<file path="src/rtl/decode_stage.sv">
// -----------------------------------------------------------------------------
// decode_stage
//   RV32I decode stage sitting directly behind instruction fetch. Each accepted
//   (pc, instruction) beat is decoded combinationally into register indices,
//   funct fields, opcode, a sign-extended immediate and an illegal flag. The
//   decoded bundle is registered and offered to execute one cycle later.
//
//   A two-entry buffer (output register + skid register) keeps full throughput
//   under backpressure. The fetch-side ready therefore depends only on
//   registered state, never combinationally on execute's ready.
//
//   A writeback flush discards every held beat and any beat accepted in the
//   same cycle.
//
// Ports
//   clk, rst_n                  clock (rising edge), async active-low reset
//   ifetch_decode_*             fetch -> decode handshake: valid/ready, pc, instruction
//   writeback_decode_flush      drop all in-flight beats (pc redirect)
//   decode_execute_valid/ready  decode -> execute handshake
//   decode_execute_*            decoded bundle: pc, instruction, opcode, rd, rs1,
//                               rs2, funct3, funct7, imm, illegal
// -----------------------------------------------------------------------------
module decode_stage #(
    parameter int              XLEN      = 32,
    parameter logic [XLEN-1:0] NOP_INSTR = XLEN'(32'h0000_0013)
) (
    input  logic            clk,
    input  logic            rst_n,
    input  logic            ifetch_decode_valid,
    output logic            ifetch_decode_ready,
    input  logic [XLEN-1:0] ifetch_decode_pc,
    input  logic [XLEN-1:0] ifetch_decode_instruction,
    input  logic            writeback_decode_flush,
    output logic            decode_execute_valid,
    input  logic            decode_execute_ready,
    output logic [XLEN-1:0] decode_execute_pc,
    output logic [XLEN-1:0] decode_execute_instruction,
    output logic [6:0]      decode_execute_opcode,
    output logic [4:0]      decode_execute_rd,
    output logic [4:0]      decode_execute_rs1,
    output logic [4:0]      decode_execute_rs2,
    output logic [2:0]      decode_execute_funct3,
    output logic [6:0]      decode_execute_funct7,
    output logic [XLEN-1:0] decode_execute_imm,
    output logic            decode_execute_illegal
);

    typedef struct packed {
        logic [XLEN-1:0] pc;
        logic [XLEN-1:0] instr;
        logic [6:0]      opcode;
        logic [4:0]      rd;
        logic [4:0]      rs1;
        logic [4:0]      rs2;
        logic [2:0]      funct3;
        logic [6:0]      funct7;
        logic [XLEN-1:0] imm;
        logic            illegal;
    } bundle_t;

    typedef enum logic [2:0] {
        FMT_I, FMT_S, FMT_B, FMT_U, FMT_J, FMT_NONE, FMT_BAD
    } imm_fmt_e;

    logic [31:0] in_word;
    imm_fmt_e    fmt;
    logic [31:0] imm32;
    bundle_t     in_beat;

    bundle_t     out_q;
    bundle_t     skid_q;
    logic        out_valid_q;
    logic        skid_valid_q;

    logic        accept;
    logic        fire;

    assign in_word = ifetch_decode_instruction[31:0];

    // -------------------------------------------------------------------------
    // Combinational decode of the incoming word
    // -------------------------------------------------------------------------
    // NOTE: every signal written in an always_comb gets a default first, so no
    // path through the case statements can leave it unassigned (no latch).
    always_comb begin
        fmt = FMT_BAD;
        case (in_word[6:0])
            7'b0000011, 7'b0001111, 7'b0010011,
            7'b1100111, 7'b1110011: fmt = FMT_I;
            7'b0100011:             fmt = FMT_S;
            7'b1100011:             fmt = FMT_B;
            7'b0110111, 7'b0010111: fmt = FMT_U;
            7'b1101111:             fmt = FMT_J;
            7'b0110011:             fmt = FMT_NONE;
            // Anything else, including words whose low two bits are not 2'b11,
            // is not a supported 32-bit encoding.
            default:                fmt = FMT_BAD;
        endcase

        imm32 = '0;
        case (fmt)
            FMT_I:   imm32 = {{20{in_word[31]}}, in_word[31:20]};
            FMT_S:   imm32 = {{20{in_word[31]}}, in_word[31:25], in_word[11:7]};
            FMT_B:   imm32 = {{19{in_word[31]}}, in_word[31], in_word[7],
                              in_word[30:25], in_word[11:8], 1'b0};
            FMT_U:   imm32 = {in_word[31:12], 12'b0};
            FMT_J:   imm32 = {{11{in_word[31]}}, in_word[31], in_word[19:12],
                              in_word[20], in_word[30:21], 1'b0};
            default: imm32 = '0;
        endcase

        in_beat         = '0;
        in_beat.pc      = ifetch_decode_pc;
        in_beat.instr   = ifetch_decode_instruction;
        in_beat.opcode  = in_word[6:0];
        in_beat.rd      = in_word[11:7];
        in_beat.rs1     = in_word[19:15];
        in_beat.rs2     = in_word[24:20];
        in_beat.funct3  = in_word[14:12];
        in_beat.funct7  = in_word[31:25];
        in_beat.imm     = XLEN'($signed(imm32));
        in_beat.illegal = (fmt == FMT_BAD);
    end

    // -------------------------------------------------------------------------
    // Two-entry buffer: output register plus skid register
    // -------------------------------------------------------------------------
    assign ifetch_decode_ready = !skid_valid_q;
    assign accept              = ifetch_decode_valid && !skid_valid_q;
    assign fire                = out_valid_q && decode_execute_ready;

    // NOTE: sequential state uses non-blocking assignments so every register
    // samples its inputs from before the edge, independent of statement order.
    always_ff @(posedge clk or negedge rst_n) begin
        if (!rst_n) begin
            out_valid_q  <= 1'b0;
            skid_valid_q <= 1'b0;
            out_q        <= '0;
            out_q.instr  <= NOP_INSTR;
            skid_q       <= '0;
        end else if (writeback_decode_flush) begin
            // Redirect: everything held and anything accepted now is stale.
            out_valid_q  <= 1'b0;
            skid_valid_q <= 1'b0;
        end else if (skid_valid_q && fire) begin
            // The older skid beat moves up; a new beat refills the skid.
            out_q        <= skid_q;
            skid_valid_q <= accept;
            if (accept) begin
                skid_q <= in_beat;
            end
        end else if (!out_valid_q || fire) begin
            out_valid_q <= accept;
            if (accept) begin
                out_q <= in_beat;
            end
        end else if (accept) begin
            // Output register stalled: park the beat in the skid register.
            skid_q       <= in_beat;
            skid_valid_q <= 1'b1;
        end
    end

    // -------------------------------------------------------------------------
    // Outputs: data holds its last value while invalid, except the instruction
    // word, which reads as a NOP so execute never sees a stale instruction.
    // -------------------------------------------------------------------------
    assign decode_execute_valid       = out_valid_q;
    assign decode_execute_pc          = out_q.pc;
    assign decode_execute_instruction = out_valid_q ? out_q.instr : NOP_INSTR;
    assign decode_execute_opcode      = out_q.opcode;
    assign decode_execute_rd          = out_q.rd;
    assign decode_execute_rs1         = out_q.rs1;
    assign decode_execute_rs2         = out_q.rs2;
    assign decode_execute_funct3      = out_q.funct3;
    assign decode_execute_funct7      = out_q.funct7;
    assign decode_execute_imm         = out_q.imm;
    assign decode_execute_illegal     = out_q.illegal;

endmodule

</file>
<file path="config.mk">
export PLATFORM = sky130hd
export DESIGN_NAME = decode_stage
export DESIGN_NICKNAME = d
export VERILOG_FILES = /design/src/rtl/decode_stage.sv
export SDC_FILE = /design/constraint.sdc
export NUM_CORES = 1
export LEC_CHECK = 0
export BUFFER_PORTS_ARGS = -buffer_cell sky130_fd_sc_hd__buf_2
export CORE_UTILIZATION = 40
export DETAILED_ROUTE_END_ITERATION = 16
export HOLD_SLACK_MARGIN = 0.02
export SLEW_MARGIN = 10
export SYNTH_ARGS = -nofsm -noshare
export SYNTH_HDL_FRONTEND = slang
export SYNTH_SLANG_ARGS = --single-unit
export TNS_END_PERCENT = 100
</file>
<file path="constraint.sdc">
create_clock -name clk -period 1.7 [get_ports clk]
set_input_delay 0.255 -clock clk [delete_from_list [all_inputs] [get_ports clk]]
set_output_delay 0.255 -clock clk [all_outputs]
set_load 0.01 [all_outputs]
</file>
==> flow_summary_export.csv <==
group,metric,value,unit
sta,fmax,574,MHz
clock_tree,cts_root_buffer,"clkbuf_16",
sta,finalSetupTns,-0.336,ns
power_and_ir_drop,power_switching,3.89,mW
sta,slew_viol_final,0,
finish,fin_nets,1305,
worst_setup_path,cp_slowest_stage_delay,0.43,ns
status,violations,"negative setup slack",
drt,drc,0,
drt,drt_iter0_drc,537,
yosys,synth_nets,1168,
global_route,grt_pass1_wl,40.8,mm
global_route,overflow,0,
global_route,track_usage,21.5,%
worst_setup_path,cp-start-kind,"register",
sta,finalSetupViolations,12,
sta,finClkSkew,0.00889,ns
clock_tree,insertion_delay,0.43,ns
clock_tree,cts_tree,"yes",
sta,worst_slew_pin_slew,0.513,ns
yosys,synth_warnings,0,
run,drv_cap,0,
power_and_ir_drop,pwr-share-comb,20.7,%
yosys,synth_ff_type,"dfrtp_1",
worst_setup_path,worstPathRequired,2.01,ns
placed_design,numPortBuffers,199,
worst_setup_path,arrival,2.05,ns
clock_tree,cts_sinks,199,
sta,setup_ws,-0.0416,ns
worst_setup_path,path_class,"reg2reg",
finish,fill_cells,2256,
drt,ant_nets,0,
floorplanning,fp-row-count,56,
worst_setup_path,rrSetupSlack,-0.04,ns
floorplanning,start_util,40.7,%
worst_setup_path,crit_chain,"nand2b_4 -> a211oi_4 -> nand2_2 -> buf_6 -> a21oi_4 -> buf_6 -> a21oi_1",
drt,num_vias,7938,
sta,report.final.hold_viol_count,0,
power_and_ir_drop,switching_share,30.3,%
drt,wl_per_cell,16.7,um
yosys,seq_area_frac_synth,52.2,%
sta,relSlewSlack,65.8,%
worst_setup_path,worstSetupEndpointType,"register",
power_and_ir_drop,p_leak,5.55,nW
floorplanning,dieWidth,157,um
power_and_ir_drop,ir_drop,0.567,mV
clock_tree,cts.path.max_buffers,2,
floorplanning,dieHeight,157,um
status,status,"finished with violations",
placed_design,placed_area,10600,um2
yosys,synth_seq_cells,199,
yosys,yosys-top-cells-area,"dfrtp_1 (51%), nand2_1 (13%), buf_4 (7.6%)",
yosys,syn_avg_cell_area,8.69,um2
sta,holdWs,0.0424,ns
clock_tree,cts_buffers,17,
finish,n_antenna_cell,0,
worst_setup_path,worst-path-max-fanout,6,
power_and_ir_drop,p_clk_share,31.1,%
floorplanning,die_area,24500,um2
global_route,grt_max_degree,58,
sta,rsz0062_at_grt,"true",
yosys,netlist.area_leader.share,51.3,%
yosys,postSynthCellCount,1099,
sta,min_period_over_period,102,%
global_route,grt_pass1_vias,7385,
clock_tree,clk_pin_slew,0.07,ns
global_route,antenna_found_initial,1,
finish,syn_to_final_growth,21.5,%
placed_design,gp_congestion,0.851,
power_and_ir_drop,intPower,8.95,mW
drt,drt_wl_total,26.2,mm
finish,drive_gt1_share,26.8,%
floorplanning,coreArea,23500,um2
floorplanning,ioPinCount,200,
drt,dr.pass1.iters,5,
worst_setup_path,critPathSlowestCell,"dfrtp_2",
finish,final_area,11600,um2
yosys,yosys.area.top_type,"dfrtp_1",
yosys,synth_edf_count,0,
yosys,synth_area,9550,um2
sta,post-route-min-period,1.74,ns
drt,vias_per_cell,5.06,
yosys,synthArstFlopShare,100,%
power_and_ir_drop,power_frac_seq,48.3,%
power_and_ir_drop,p_per_area,1110,nW/um2
placed_design,dpl.hpwl,16.9,mm
yosys,synth_cell_types,50,
worst_setup_path,crit_top_cell,"buf_6",
min_path,hold_class,"in2reg",
clock_tree,htreeDepth,4,
[stage by stage]
step | setup slack, ns | power [mW] | instances | utilization [%]
2_1_floorplan | 0.0649 | 8.15 | 1099 | -
3_3_place_gp | -0.0539 | 8.72 | 1509 | 45.0
3_5_place_dp | -0.118 | 8.79 | 1509 | 45.0
4_1_cts | -0.0304 | 12.9 | 1563 | 48.8
6_report | -0.0416 | 12.8 | 1568 | 49.5
5_1_grt | -0.0906 | 13.6 | 1568 | 49.5
[worst max-delay path, delay by kind of cell, from the launching register on]
family	cells	cell delay [ns]
flip-flops	1	0.43
buffers and inverters	2	0.32
AO/OA/AOI/OAI	3	0.55
AND/OR/NAND/NOR	2	0.32
[cells by family (layout without fill, tap and decap cells)]
group	Yosys count	count (layout)	synth area share, %
buffers and inverters	179	329	11.2
AND/OR/NAND/NOR	510	510	22.3
XOR/XNOR	1	1	0.0917
flip-flops	199	199	52.2
adder cells (fa/ha/maj)	1	1	0.105
AO/OA/AOI/OAI	209	209	14.1
[state kept, by name, indices dropped and copies added (netlist names)]
signal and flops:
decode_execute_illegal 1, decode_execute_imm 32, decode_execute_opcode 3, decode_execute_pc 32, decode_execute_valid 1, out_q 32, skid_q 97, skid_valid_q 1
[area by class of cell]
class | instances | area (um2) | area share [%]
Clock buffer | 20 | 447 | 3.85
Clock inverter | 12 | 118 | 1.01
Inverter | 13 | 48.8 | 0.420
Multi-Input combinational cell | 721 | 3610 | 31.1
Sequential cell | 199 | 4990 | 42.9
Tap cell | 319 | 399 | 3.44
Timing Repair Buffer | 284 | 2000 | 17.3
[cell usage in the layout (no fill, tap or decap), types with 3 or more instances in the layout]
cell and count:
a21oi_1 53, a21oi_2 6, a221o_1 8, a22o_1 4, a22oi_1 5, a31oi_1 62
and2_1 32, and3_1 5, buf_12 14, buf_2 198, buf_4 40, buf_6 5
clkbuf_16 19, clkinvlp_4 4, dfrtp_1 194, dfstp_2 3, dlygate4sd3_1 19, inv_1 13
inv_6 5, nand2_1 326, nand2b_1 5, nand3_1 12, nor2_1 90, nor2_2 8
o211ai_1 3, o21a_1 6, o21ai_0 25, o21ai_1 11, o221ai_2 8, o22ai_1 6
or3_1 12
[worst paths after layout]
path	start	end	depth (start not counted)
max reg2reg	skid_valid_q	decode_execute_imm[30]	7
min in group asynchronous	rst_n	out_q[78]	2
min	ifetch_decode_pc[28]	skid_q[125]	3
max in group asynchronous	rst_n	decode_execute_valid	3
min reg2reg	skid_q[116]	skid_q[116]	2
max	skid_valid_q	decode_execute_imm[30]	7
[metal layers]
layer	part of all wire (%)	wire length, um	track usage (%)
met1	47	12200	30.7
met5	0.050	13	0
met2	47	12200	33.7
met4	0.97	254	5.14
met3	5.8	1530	3.90
[what timing repair did]
action,CTS,global route
endpoints found under the hold margin,54,0
cloned,2,3
gates resized for setup,12,31
setup endpoints to repair,171,140
hold buffers,19,0
pin swaps,1,7
buffers inserted,1,2
[power groups by stage]
stage          combinational, mW  sequential [mW]  clock, mW
3_5_place_dp                2.52             6.27          0
4_1_cts                     2.61             6.19       4.09
2_1_floorplan               2.02             6.13          0
6_report                    2.66             6.20       3.99
3_3_place_gp                2.47             6.26          0
5_1_grt                     2.98             6.32       4.28
[Yosys cell counts (2+ instances only)]
| library cell | number |
|---|---|
| nand3_1 | 13 |
| buf_1 | 4 |
| o21ai_0 | 25 |
| clkbuf_1 | 35 |
| dfrtp_1 | 196 |
| nor2b_1 | 3 |
| inv_1 | 13 |
| a31oi_1 | 62 |
| dfstp_2 | 3 |
| a21oi_1 | 59 |
| o21a_1 | 6 |
| a22o_1 | 4 |
| nor2_1 | 97 |
| a22oi_1 | 5 |
| nand2b_1 | 6 |
| nand2_1 | 327 |
| a221o_1 | 8 |
| o22ai_1 | 6 |
| o21ai_1 | 11 |
| o221ai_2 | 8 |
| and3b_1 | 2 |
| a21o_1 | 2 |
| o211ai_1 | 3 |
| a211oi_2 | 2 |
| and2_1 | 32 |
| and3_1 | 6 |
| buf_2 | 30 |
| or3_1 | 12 |
| nor3_1 | 2 |
| buf_4 | 97 |
(Power assumes the default switching activity.)
